==> src/rtl/sva_attempt_sched.sv <==
// Attempt scheduler for one synthesized SVA checker FSM: slot pool, shared evaluator, statistics.
// Optional age timeout enabled with `define SVA_SCHED_TIMEOUT_EN (adds timeout_cnt port).
module sva_attempt_sched #(
   parameter int NUM_SLOTS   = 8,
   parameter int STATE_W     = 8,
   parameter int START_STATE = 0,
   parameter int CNT_W       = 16,
   parameter int AGE_W       = 8,
   parameter int MAX_AGE     = 255
) (
   input  logic                         gclk,
   input  logic                         grst,
   input  logic                         tick,
   input  logic                         spawn_en,
   output logic                         busy,
   output logic                         done,
   output logic                         eval_req,
   output logic [$clog2(NUM_SLOTS)-1:0] eval_slot,
   output logic [STATE_W-1:0]           eval_state,
   output logic                         eval_is_new,
   input  logic                         eval_ack,
   input  logic [STATE_W-1:0]           eval_next_state,
   input  logic                         eval_next_active,
   input  logic                         eval_succ,
   input  logic                         eval_fail,
   output logic [$clog2(NUM_SLOTS):0]   active_cnt,
   output logic [CNT_W-1:0]             succ_cnt,
   output logic [CNT_W-1:0]             fail_cnt,
   output logic [CNT_W-1:0]             drop_cnt,
`ifdef SVA_SCHED_TIMEOUT_EN
   output logic [CNT_W-1:0]             timeout_cnt,
`endif
   output logic                         overflow,
   output logic                         overrun
);

   localparam int IDX_W = $clog2(NUM_SLOTS);
   localparam logic [IDX_W:0] CNT_ONE = (IDX_W+1)'(1);

   // Age only matters up to MAX_AGE, so it saturates there (or at all-ones if smaller).
   localparam logic [AGE_W-1:0] AGE_SAT =
      (MAX_AGE >= (2**AGE_W) - 1) ? {AGE_W{1'b1}} : AGE_W'(MAX_AGE);

   typedef enum logic [2:0] {IDLE, SCAN, WAIT, SPAWN, WAIT_NEW, DONE} state_t;

   state_t               state;
   logic [NUM_SLOTS-1:0] slot_active;
   logic [NUM_SLOTS-1:0] scan_mask;
   logic [STATE_W-1:0]   slot_state [NUM_SLOTS];
   logic [AGE_W-1:0]     slot_age   [NUM_SLOTS];
   logic                 spawn_pend;

   logic                 scan_hit;
   logic [IDX_W-1:0]     scan_idx;
   logic                 free_hit;
   logic [IDX_W-1:0]     free_idx;
   logic                 res_fail;
   logic                 res_succ;
   logic                 res_live;
   logic [AGE_W-1:0]     age_next;

   function automatic logic [CNT_W-1:0] sat_inc(input logic [CNT_W-1:0] v);
      return (&v) ? v : v + CNT_W'(1);
   endfunction

   // Lowest pending slot and lowest free slot; the downward loop leaves the lowest match.
   always_comb begin
      // NOTE: every output gets a default first, so no path can infer a latch.
      scan_hit = 1'b0;
      scan_idx = '0;
      free_hit = 1'b0;
      free_idx = '0;
      for (int i = NUM_SLOTS - 1; i >= 0; i--) begin
         if (scan_mask[i]) begin
            scan_hit = 1'b1;
            scan_idx = IDX_W'(i);
         end
         if (!slot_active[i]) begin
            free_hit = 1'b1;
            free_idx = IDX_W'(i);
         end
      end
   end

   // A terminal verdict overrides "continues"; fail outranks success.
   assign res_fail = eval_fail;
   assign res_succ = eval_succ & ~eval_fail;
   assign res_live = eval_next_active & ~eval_succ & ~eval_fail;
   assign age_next = (slot_age[eval_slot] >= AGE_SAT) ? AGE_SAT
                                                      : slot_age[eval_slot] + AGE_W'(1);

   always_ff @(posedge gclk or posedge grst) begin
      if (grst) begin
         state       <= IDLE;
         busy        <= 1'b0;
         done        <= 1'b0;
         eval_req    <= 1'b0;
         eval_slot   <= '0;
         eval_state  <= '0;
         eval_is_new <= 1'b0;
         active_cnt  <= '0;
         succ_cnt    <= '0;
         fail_cnt    <= '0;
         drop_cnt    <= '0;
`ifdef SVA_SCHED_TIMEOUT_EN
         timeout_cnt <= '0;
`endif
         overflow    <= 1'b0;
         overrun     <= 1'b0;
         scan_mask   <= '0;
         spawn_pend  <= 1'b0;
         slot_active <= '0;
         // NOTE: the slot file is a handful of flops, not a RAM, so it is reset with the FSM.
         for (int i = 0; i < NUM_SLOTS; i++) begin
            slot_state[i] <= '0;
            slot_age[i]   <= '0;
         end
      end else begin
         // NOTE: all state here uses <=, so every decision below sees pre-edge values.
         done <= 1'b0;
         if (tick && state != IDLE) overrun <= 1'b1;

         case (state)
            IDLE: begin
               if (tick) begin
                  scan_mask  <= slot_active;
                  spawn_pend <= spawn_en;
                  busy       <= 1'b1;
                  state      <= SCAN;
               end
            end

            SCAN: begin
               if (!scan_hit) begin
                  state <= SPAWN;
               end
`ifdef SVA_SCHED_TIMEOUT_EN
               else if (slot_age[scan_idx] >= AGE_W'(MAX_AGE)) begin
                  slot_active[scan_idx] <= 1'b0;
                  scan_mask[scan_idx]   <= 1'b0;
                  active_cnt            <= active_cnt - CNT_ONE;
                  fail_cnt              <= sat_inc(fail_cnt);
                  timeout_cnt           <= sat_inc(timeout_cnt);
               end
`endif
               else begin
                  eval_req    <= 1'b1;
                  eval_slot   <= scan_idx;
                  eval_state  <= slot_state[scan_idx];
                  eval_is_new <= 1'b0;
                  state       <= WAIT;
               end
            end

            WAIT: begin
               if (eval_ack) begin
                  slot_state[eval_slot]  <= eval_next_state;
                  slot_active[eval_slot] <= res_live;
                  slot_age[eval_slot]    <= age_next;
                  if (!res_live) active_cnt <= active_cnt - CNT_ONE;
                  if (res_fail) fail_cnt <= sat_inc(fail_cnt);
                  if (res_succ) succ_cnt <= sat_inc(succ_cnt);
                  scan_mask[eval_slot] <= 1'b0;
                  eval_req             <= 1'b0;
                  state                <= SCAN;
               end
            end

            SPAWN: begin
               if (!spawn_pend) begin
                  done  <= 1'b1;
                  state <= DONE;
               end else if (!free_hit) begin
                  overflow <= 1'b1;
                  drop_cnt <= sat_inc(drop_cnt);
                  done     <= 1'b1;
                  state    <= DONE;
               end else begin
                  eval_req    <= 1'b1;
                  eval_is_new <= 1'b1;
                  eval_state  <= STATE_W'(START_STATE);
                  eval_slot   <= free_idx;
                  state       <= WAIT_NEW;
               end
            end

            WAIT_NEW: begin
               if (eval_ack) begin
                  if (res_live) begin
                     slot_active[eval_slot] <= 1'b1;
                     slot_state[eval_slot]  <= eval_next_state;
                     slot_age[eval_slot]    <= AGE_W'(1);
                     active_cnt             <= active_cnt + CNT_ONE;
                  end
                  if (res_fail) fail_cnt <= sat_inc(fail_cnt);
                  if (res_succ) succ_cnt <= sat_inc(succ_cnt);
                  eval_req    <= 1'b0;
                  eval_is_new <= 1'b0;
                  done        <= 1'b1;
                  state       <= DONE;
               end
            end

            DONE: begin
               busy  <= 1'b0;
               state <= IDLE;
            end

            default: state <= IDLE;
         endcase
      end
   end

endmodule

==> config.mk <==
export PLATFORM = sky130hd
export DESIGN_NAME = sva_attempt_sched
export DESIGN_NICKNAME = d
export VERILOG_FILES = /design/src/rtl/sva_attempt_sched.sv
export SDC_FILE = /design/constraint.sdc
export NUM_CORES = 1
export LEC_CHECK = 0
export BUFFER_PORTS_ARGS = -buffer_cell sky130_fd_sc_hd__buf_2
export CORE_MARGIN = 10
export CORE_UTILIZATION = 50
export CTS_BUF_LIST = sky130_fd_sc_hd__clkbuf_4
export CTS_CLUSTER_DIAMETER = 60
export DETAILED_ROUTE_END_ITERATION = 10
export PLACE_DENSITY = 0.73
export SYNTH_ARGS = -nofsm -noshare
export SYNTH_HDL_FRONTEND = slang
export SYNTH_SLANG_ARGS = --single-unit
==> constraint.sdc <==
create_clock -name gclk -period 4.64 [get_ports gclk]
set_input_delay 0.928 -clock gclk [delete_from_list [all_inputs] [get_ports gclk]]
set_output_delay 0.928 -clock gclk [all_outputs]
set_load 0.02 [all_outputs]
# [After elaboration in Yosys (flattened, before gate mapping)]
# Cells that the tools add are included.
[classes] order_cmp=5 muxes=85 n_reduce_logical=28 add_sub_neg=5 eq_ne=14 n_bitwise=14
[ops] op="$mux W64" n=3
[ops] op="$pmux W64 S2" n=1
[ops] op="$mux W8" n=11
[ops] op="$mux W3" n=22
[ops] op="$bwmux W64" n=1
[ops] op="$add A16 B1 Y16 const B" n=3
[ops] op="$pmux W8 S2" n=3
[ops] op="$reduce_and A16 Y1" n=3
[ops] op="$mux W1" n=29
[ops] op="$bmux W8 S3" n=1
[ops] op="$demux W8 S3" n=1
[ops] op="$reduce_and A4 Y1" n=5
[ops] op="$mux W4" n=4
[ops] op="$ne A2 B2 Y1 const B" n=8
[ops] op="$pmux W3 S5" n=1
[ops] op="$reduce_and A5 Y1" n=3
[ops] op="$reduce_and A3 Y1" n=3
[ops] op="$reduce_bool A3 Y1" n=3
[ops] op="$and A8 B8 Y8" n=1
[ops] op="$bwmux W8" n=1
[ops] op="$ge A4 B4 Y1 const B" n=2
[ops] op="$not A3 Y4" n=2
[ops] op="$not A8 Y8" n=1
[ops] op="$or A8 B8 Y8" n=1
[ops] op="21 further kinds" n=38
[totals] out_inout_bits=69 word_cells=175 register_bits=153 in_bits=16

# [Depth between registers and ports, before layout]
# Gate-level depths: netlist of run 1.
[logic_depth] word_depth=14 mapped_depth=8 ltp_nobuf=7

# [Worst setup path before layout of run 1]
# Ideal clock, no wire load.
[synth_timing] path_kind="in2reg" startpoint="input eval_succ" endpoint="register slot_active[0]" t_arrival_ns=2.441 path_slack_ns=2.074 path_buffers=1 cell_stages=6 setup_ns=0.125 t_required_ns=4.515 path_cell_list="nor3b_2 -> a21oi_1 -> or3_1 -> buf_2 -> nor3_4 -> mux2_4"
[synth_between] elab_chain_cells=6 word_cells_on_any_way=8 classes_between="eq/ne: 1; mux: 3; bitwise: 3; reduce/logical: 1"
[synth_lines] element="from (decl)" line_no="24" rtl="input logic eval_succ,"
[synth_lines] element="$not A1 Y1 (*)" line_no="88" rtl="assign res_live = eval_next_active & ~eval_succ & ~eval_fail;"
[synth_lines] element="$and A1 B1 Y1 (*) (2 in series)" line_no="88"
[synth_lines] element="$bwmux W8" line_no="158" rtl="slot_active[eval_slot] <= res_live;"
[synth_lines] element="$mux W8" line_no="156" rtl="if (eval_ack) begin"
[synth_lines] element="$pmux W8 S2" line_no="123" rtl="case (state)"
[synth_lines] element="to (signal, indexed assignment)" line_no="158"
[synth_lines] element="to (decl)" line_no="47" rtl="logic [NUM_SLOTS-1:0] slot_active;"
# Every way passes the cells marked *; elsewhere a longest branch is shown, timed or not. The select of a mux whose other input is x is not followed.
# A chain may end at the register's enable or synchronous reset.

# [Worst setup path after layout of run 1]
[layout_timing] startpoint="register scan_mask[7]" endpoint="register eval_state[7]"
[layout_between] elab_chain_cells=14 word_cells_on_any_way=24 classes_between="eq/ne: 1; mux: 21; bitwise: 1; reduce/logical: 1"
[layout_lines] element="from (decl)" line_no="48" rtl="logic [NUM_SLOTS-1:0] scan_mask;"
[layout_lines] element="from (signal assigned)" line_no="126" rtl="scan_mask <= slot_active;"
[layout_lines] element="$mux W3 (8 in series)" line_no="74" rtl="if (scan_mask[i]) begin"
[layout_lines] element="$not A3 Y4 (implied by the code)" line_no="149" rtl="eval_state <= slot_state[scan_idx];"
[layout_lines] element="$bmux W8 S3" line_no="149"
[layout_lines] element="$mux W8 (implied by the code) (2 in series)" line_no="149"
[layout_lines] element="$mux W8" line_no="134" rtl="if (!scan_hit) begin"
[layout_lines] element="$pmux W8 S2" line_no="123"
[layout_lines] element="to (signal assigned)" line_no="149"
[layout_lines] element="to (signal assigned)" line_no="181" rtl="eval_state <= STATE_W'(START_STATE);"
[layout_lines] element="to (decl)" line_no="19" rtl="output logic [STATE_W-1:0] eval_state,"
# Several ways; a longest one is shown, not always the timed one. The select of a mux whose other input is x is not followed.

==> parameters.txt, run 1 <==
Parameter                              Value

Run status
  Outcome ... complete, no violations

Layout
  Layout cells sized above 1 ... 0.281
  Syn-to-layout area delta ... 12.6%
  Multi-input gate area ... around 0.0032 mm²
  ANT cells ... 0
  Register area ... about 0.0038 mm²
  Post-layout net count ... 732
  Filler cells ... 1,170

Worst setup path
  Critical path's slowest cell ... o21ai_1
  Critical Path Sink Type ... flip-flop
  Worst Path Buf+Inv ... 0
  Largest fanout on the critical path ... 17
  Category of the worst setup path launch point ... flip-flop
  Critical path type ... flip-flop to flip-flop
  Data required time of the critical path ... 5090 ps
  Cell family with most CP delay ... compound AO/OA/AOI/OAI gates
  CP Data Arrival Time ... 3500 ps
  Crit path largest cell delay ... 910 ps
  Crit path cell chain ... nor2b_1, o21ai_1, nand2_1, a211oi_1, o41ai_1

Global route
  Maximum number of pins on one net before global-route repair ... just under 60
  Aggregate global-route resource usage ... 0.180
  Number of global-route vias before repair ... 5,425
  Global-route wire length before repair ... 28,700 µm
  Aggregate global routing overflow ... 0
  Number of antenna violations at the first check in global routing ... 0

Clock tree
  Number of sinks handled by clock tree synthesis ... 153
  Clock input transition at the sequential cells of the worst setup and hold paths ... 120 ps
  Clock latency on the worst-skew pair ... around 570 ps
  Post-CTS Hold Fix Bufs ... 0
  TritonCTS clock tree ... built
  Number of buffers between clock root and the deepest sink ... 2
  Resize count post-CTS ... 0
  H-tree depth ... 4
  Count of buffers added by post-CTS timing repair for setup ... 0
  Root Buffer ... clkbuf_4
  Number of buffers inserted during clock tree synthesis ... 17

Synth
  Main synth FF type ... dfrtp_1
  Post-synthesis area per instance ... 11.5 µm²
  Net Count, Synth ... 643
  Count of cell types in the netlist ... 54
  Post-synthesis instance area ... around 0.0071 mm²
  Number of flops mapped to enable cells by yosys ... 0
  Post-synth ARST share ... 1.00
  Flop and latch count out of synthesis ... 153
  Mapped Cells ... just over 600
  Total of warnings raised by yosys ... 0
  Share of synthesized area occupied by flip-flops and latches ... 0.536

Routing
  Count of vias placed by the detailed router ... between 5k and 6k
  Detailed Route Iter0 Violations ... between 400 and 500
  Via count normalized by instance count ... 5.83
  Average routed wire per standard cell ... 18.8 µm
  Final antenna-violating net count ... 0
  Final Routed Wirelength ... between 15,000 and 20,000 µm
  Initial DRT Pass Iterations ... 5
  Post-route DRC violation count ... 0

Floorplan
  Site row count ... 43
  Die Footprint ... 0.0195 mm²
  Initial Util ... 0.512
  Die span in y ... 139 µm
  I/O pin count ... 85
  Core region area ... 0.0139 mm²
  Die width ... 139 µm

Flow run
  Number of max-capacitance violations reported ... 0

Power
  Power after layout ... 0.00465 W
  PD cells ... around 580 mW/mm²
  Worst vdd ir ... 0.000398 V
  Static leakage ... 3.90 nW

STA
  Transition at the pin with the smallest max-transition slack ... roughly 1200 ps
  Achievable Freq ... 328 MHz
  Final Critical Period ... around 3000 ps
  Worst hold slack ... 476 ps
  Hold violation total from the final report ... 0
  Post-route fraction of the period consumed by the critical path ... 0.656
  Worst slew margin ... 0.197
  Max-slew violation count ... 0
  Final number of setup-violating endpoints ... 0
  Setup TNS ... 0 ps
  Setup repair after global routing missed its margin ... false
  Clock Skew ... 18.8 ps

Placement
  DP HPWL ... approximately 12,000 µm
  GPL Wtd Cong ... around 0.94
  Count of input and output buffers ... 84

Hold path
  Hold crit path type ... flip-flop to flip-flop
-- sequential cells by signal, indices dropped and copies added, names as in the netlist --
name / flops
eval_is_new: 1
busy: 1
slot_state: 64
scan_mask: 8
state: 3
eval_slot: 3
succ_cnt: 16
active_cnt: 4
drop_cnt: 16
done: 1
overrun: 1
slot_active: 8
fail_cnt: 16
eval_state: 8
eval_req: 1
overflow: 1
spawn_pend: 1
-- cell type report --
class                           count  area share
Clock inverter                     10      0.0159
Sequential cell                   153       0.476
Multi-Input combinational cell    442       0.399
Inverter                            9     0.00467
Timing Repair Buffer               87      0.0567
Tap cell                          180      0.0280
Clock buffer                       21      0.0196
-- cells in the final DEF, fill, tap and decap left out, types with 11 or more instances in the layout --
| cell | n |
|---|---|
| a211oi_1 | 17 |
| a21oi_1 | 26 |
| and3_1 | 23 |
| buf_2 | 84 |
| clkbuf_4 | 21 |
| dfrtp_1 | 153 |
| mux2_2 | 67 |
| nand2_1 | 43 |
| nand2b_1 | 20 |
| nand3_1 | 17 |
| nand4_1 | 19 |
| nor2_1 | 31 |
| nor3_1 | 11 |
| o21ai_0 | 25 |
| xnor2_1 | 32 |
| xor2_1 | 15 |
-- per-layer routing --
| metal | global-route usage | vias up | share of wire | wire (µm) |
|---|---|---|---|---|
| met5 | 0 | - | 0 | 0 |
| met4 | 0.0632 | 0 | 0.018 | 311 |
| met3 | 0.0538 | 31 | 0.056 | 948 |
| met2 | 0.283 | 161 | 0.49 | 8260 |
| met1 | 0.231 | 2632 | 0.44 | 7470 |
| li1 | - | 2438 | - | - |
-- metrics by stage --
| stage | util | setup slack, ps | instances | cell area (µm²) |
|---|---|---|---|---|
| 6_report | 0.577 | 1600 | 902 | 8040 |
| 3_3_place_gp | 0.556 | 1730 | 871 | 7750 |
| 5_1_grt | 0.577 | 1430 | 902 | 8040 |
| 2_1_floorplan | - | 1780 | 621 | 7140 |
| 3_5_place_dp | 0.556 | 1670 | 871 | 7750 |
| 4_1_cts | 0.577 | 1660 | 902 | 8040 |
-- report_power, final --
| group | leakage [nW] | switching [W] | internal, W |
|---|---|---|---|
| clock | 0.156 | 0.000450 | 0.000388 |
| combinational | 1.71 | 0.00104 | 0.000707 |
| sequential | 2.03 | 0.000368 | 0.00170 |
-- synth_stat cells (3+ instances only) --
cell type	instances	area (µm²)
nand2b_1	20	125
nor3_1	11	55.1
and2_1	3	18.8
mux2_4	9	135
nor2b_1	6	37.5
xnor2_1	32	280
clkbuf_1	11	41.3
a31oi_1	5	31.3
mux2_2	67	754
o22ai_1	9	56.3
ha_1	5	62.6
buf_2	4	20.0
nand3_1	17	85.1
nand4_1	19	119
a211oi_1	17	128
o21ai_0	25	125
o41ai_1	8	70.1
and3_1	23	144
a22o_1	4	35.0
nor4_1	6	37.5
and4_1	4	35.0
dfrtp_1	153	3830
nor2_2	3	18.8
nor2_1	31	116
nand2_1	43	161
a21oi_1	26	130
xor2_1	15	131
nor3b_1	3	22.5
inv_1	9	33.8
-- final timing paths --
kind / start / cells past startpoint / endpoint / slack (ps)
setup / recovery: scan_mask[7]$_DFFE_PP0P_ / 5 / eval_state[7]$_DFFE_PP0P_ / 1600
hold / removal: active_cnt[3]$_DFFE_PP0P_ / 1 / active_cnt[3]$_DFFE_PP0P_ / 480
setup reg to reg: scan_mask[7]$_DFFE_PP0P_ / 5 / eval_state[7]$_DFFE_PP0P_ / 1600
hold reg to reg: active_cnt[3]$_DFFE_PP0P_ / 1 / active_cnt[3]$_DFFE_PP0P_ / 480
max in group asynchronous: grst / 3 / slot_state[5]$_DFFE_PP0P_ / 3170
min in group asynchronous: grst / 2 / active_cnt[0]$_DFFE_PP0P_ / 510
-- kinds of logic after synthesis --
kind of cell	Yosys count	share of synthesized area
AND/OR/NAND/NOR	203	0.156
flip-flops	153	0.536
AO/OA/AOI/OAI	107	0.0950
multiplexers	79	0.129
XOR/XNOR	47	0.0577
buffers and inverters	26	0.0145
adder cells (fa/ha/maj)	6	0.0116
-- worst reg2reg max path, stage by stage (launching register included) --
cell      delay (ps)
dfrtp_1          420
nor2b_1          150
o21ai_1          910
nand2_1          780
a211oi_1         530
o41ai_1          140
(Power assumes the default switching activity.)
==> run 2, diff against run 1 <==
==> constraint.sdc (replaced) <==
create_clock -name gclk -period 2.66 [get_ports gclk]
set_input_delay 0.532 -clock gclk [delete_from_list [all_inputs] [get_ports gclk]]
set_output_delay 0.532 -clock gclk [all_outputs]
set_load 0.02 [all_outputs]
==> run 2 against run 1 <==
Sequential power increased by 73%. Largest power group unchanged. Critical path depth is 1 higher. Die area did not move. Maximum frequency rose by 25%. Wire length up 3.8%.
==> parameters.txt, run 2 (same netlist as run 1, synthesis figures left out) <==
Parameter                              Value

STA
  Clock Skew ... 15.0 ps (-3.79 ps)
  Transition at the pin with the smallest max-transition slack ... 1090 ps (-102 ps)
  Final Critical Period ... 2440 ps (-609 ps)
  Worst hold slack ... 208 ps (-268 ps)
  Max-slew violation count ... 0 (unchanged)
  Post-route fraction of the period consumed by the critical path ... 0.916 (+0.260)
  Hold violation total from the final report ... 0 (unchanged)
  Final number of setup-violating endpoints ... 0 (unchanged)
  Setup repair after global routing missed its margin ... false
  Achievable Freq ... 411 MHz (+25%)
  Setup TNS ... 0 ps (unchanged)
  Worst slew margin ... 0.270 (+0.0734)

Worst setup path
  Critical path's slowest cell ... dfrtp_1
  Stages on the worst setup path ... 6 (+1)
  Largest fanout on the critical path ... 11 (-6)
  Reg2reg setup slack ... 220 ps (-1370 ps)
  Crit path largest cell delay ... 530 ps (-380 ps)
  R2R depth ... 6 (+1)
  CP Data Arrival Time ... 2870 ps (-630 ps)
  Critical path type ... flip-flop to flip-flop
  Cell family with most CP delay ... simple AND/OR/NAND/NOR gates
  Worst Path Buf+Inv ... 1 (+1)
  Crit path cell chain ... buf_4, and2b_1, a21oi_1, or3_1, nor2_2, mux2_2
  Category of the worst setup path launch point ... flip-flop
  Data required time of the critical path ... 3090 ps (-2000 ps)
  Critical Path Sink Type ... flip-flop

Routing
  Via count normalized by instance count ... 5.81 (-0.46%)
  Count of vias placed by the detailed router ... 5,354 (+1.7%)
  Final antenna-violating net count ... 0 (unchanged)
  Average routed wire per standard cell ... 19.1 µm (+1.6%)
  Initial DRT Pass Iterations ... 4 (-1)
  Post-route DRC violation count ... 0 (unchanged)
  Final Routed Wirelength ... 17,600 µm (+3.8%)
  Detailed Route Iter0 Violations ... 336 (-19%)

Clock tree
  Resize count post-CTS ... 0 (unchanged)
  H-tree depth ... 4 (unchanged)
  Number of buffers between clock root and the deepest sink ... 2 (unchanged)
  TritonCTS clock tree ... built
  Clock input transition at the sequential cells of the worst setup and hold paths ... 110 ps (about the same)
  Number of sinks handled by clock tree synthesis ... 153 (unchanged)
  Clock latency on the worst-skew pair ... 550 ps (-20 ps)
  Number of buffers inserted during clock tree synthesis ... 17 (unchanged)
  Root Buffer ... clkbuf_4

Global route
  Global-route wire length before repair ... 29,100 µm (+1.4%)
  Aggregate global routing overflow ... 0 (unchanged)
  Number of antenna violations at the first check in global routing ... 0 (unchanged)
  Maximum number of pins on one net before global-route repair ... 91 (+54%)
  Aggregate global-route resource usage ... 0.182 (+0.00144)
  Number of global-route vias before repair ... 5,559 (+2.5%)

Power
  Static leakage ... 4.00 nW (+2.5%)
  Worst vdd ir ... 0.000601 V (+51%)
  Power after layout ... 0.00825 W (+77%)
  PD cells ... 1010 mW/mm² (+74%)

Hold path
  Hold crit path type ... input pin to flip-flop
  Number of cells on the worst hold path ... 3 (+2)

Layout
  Number of non-filler instances in the completed layout ... 922 (+2.2%)
  Leading cell type in the layout, fill and taps excluded ... dfrtp_1
  ANT cells ... 0 (unchanged)
  Post-layout net count ... 751 (+2.6%)
  Layout cells sized above 1 ... 0.295 (+0.0140)
  Syn-to-layout area delta ... 14.8%
  Largest register FFs ... 64 (unchanged)
  Register area ... 0.00383 mm² (unchanged)
  Layout Cell Area excl Fill ... 0.00819 mm² (+1.9%)
  Multi-input gate area ... 0.00320 mm² (unchanged)
  Filler cells ... 1,171 (+0.085%)
  Biggest register ... slot_state
  Most used cells in the layout excluding fill and tap cells ... dfrtp_1, buf_2, mux2_2

Flow run
  Number of max-capacitance violations reported ... 0 (unchanged)

Floorplan
  Site row count ... 43 (unchanged)
  Die span in y ... 139 µm (unchanged)
  Die width ... 139 µm (unchanged)
  Core region area ... 0.0139 mm² (unchanged)
  Initial Util ... 0.512 (unchanged)
  Die Footprint ... 0.0195 mm² (unchanged)
  I/O pin count ... 85 (unchanged)

Run status
  Outcome ... complete, no violations

Placement
  Count of placed standard cells including taps ... 889 (+2.1%)
  DP HPWL ... 12,700 µm (+4.4%)
  Count of input and output buffers ... 84 (unchanged)
  GPL Wtd Cong ... 0.928 (-1.0%)
  Post-DP Area ... 0.00790 mm² (+1.9%)
[run 2: timing repair]
action,in CTS,in global routing
hold buffers,1,0
setup buffers,0,0
hold endpoints to repair,5,0
endpoints found under the setup margin,0,0
[run 2: cell type report]
type | instances | area share
inverters | 9 | 0.00458
clock inverters | 12 | 0.0160
multi-input cells | 442 | 0.391
clock buffers | 20 | 0.0183
flip-flops and latches | 153 | 0.467
well taps | 180 | 0.0275
repair buffers | 106 | 0.0749
[run 2: path summary, 6_finish.rpt]
path / from / to
max: state[2]$_DFFE_PP0P_ / slot_state[53]$_DFFE_PP0P_
min: spawn_en / spawn_pend$_DFFE_PP0P_
max reg2reg: state[2]$_DFFE_PP0P_ / slot_state[53]$_DFFE_PP0P_
min reg2reg: active_cnt[3]$_DFFE_PP0P_ / active_cnt[3]$_DFFE_PP0P_
max in group asynchronous: grst / slot_state[1]$_DFFE_PP0P_
min in group asynchronous: grst / overrun$_DFFE_PP0P_
[run 2: worst min-delay path, cell delays in order]
cell     delay (ps)
buf_2            90
nand2_1          40
o21ai_0          50
[run 2: routing by layer]
layer  vias to the layer above  share of wire  global-route usage
met2                       135           0.49               0.302
met3                        24          0.058              0.0521
met1                      2706           0.43               0.221
li1                       2489              -                   -
met5                         -              0                   0
met4                         0          0.015              0.0626
[run 2: where the power goes]
part / internal (W) / switching [W] / total, W
logic: 0.00134 / 0.00187 / 0.00321
registers: 0.00297 / 0.000626 / 0.00359
clock network: 0.000663 / 0.000784 / 0.00145
[run 2: per-stage QoR]
step / util / setup WS [ps]
CTS: 0.588 / 245
global placement: 0.567 / 169
detailed placement: 0.567 / 131
global route: 0.588 / 98.5
finish: 0.588 / 224
floorplan: - / 197
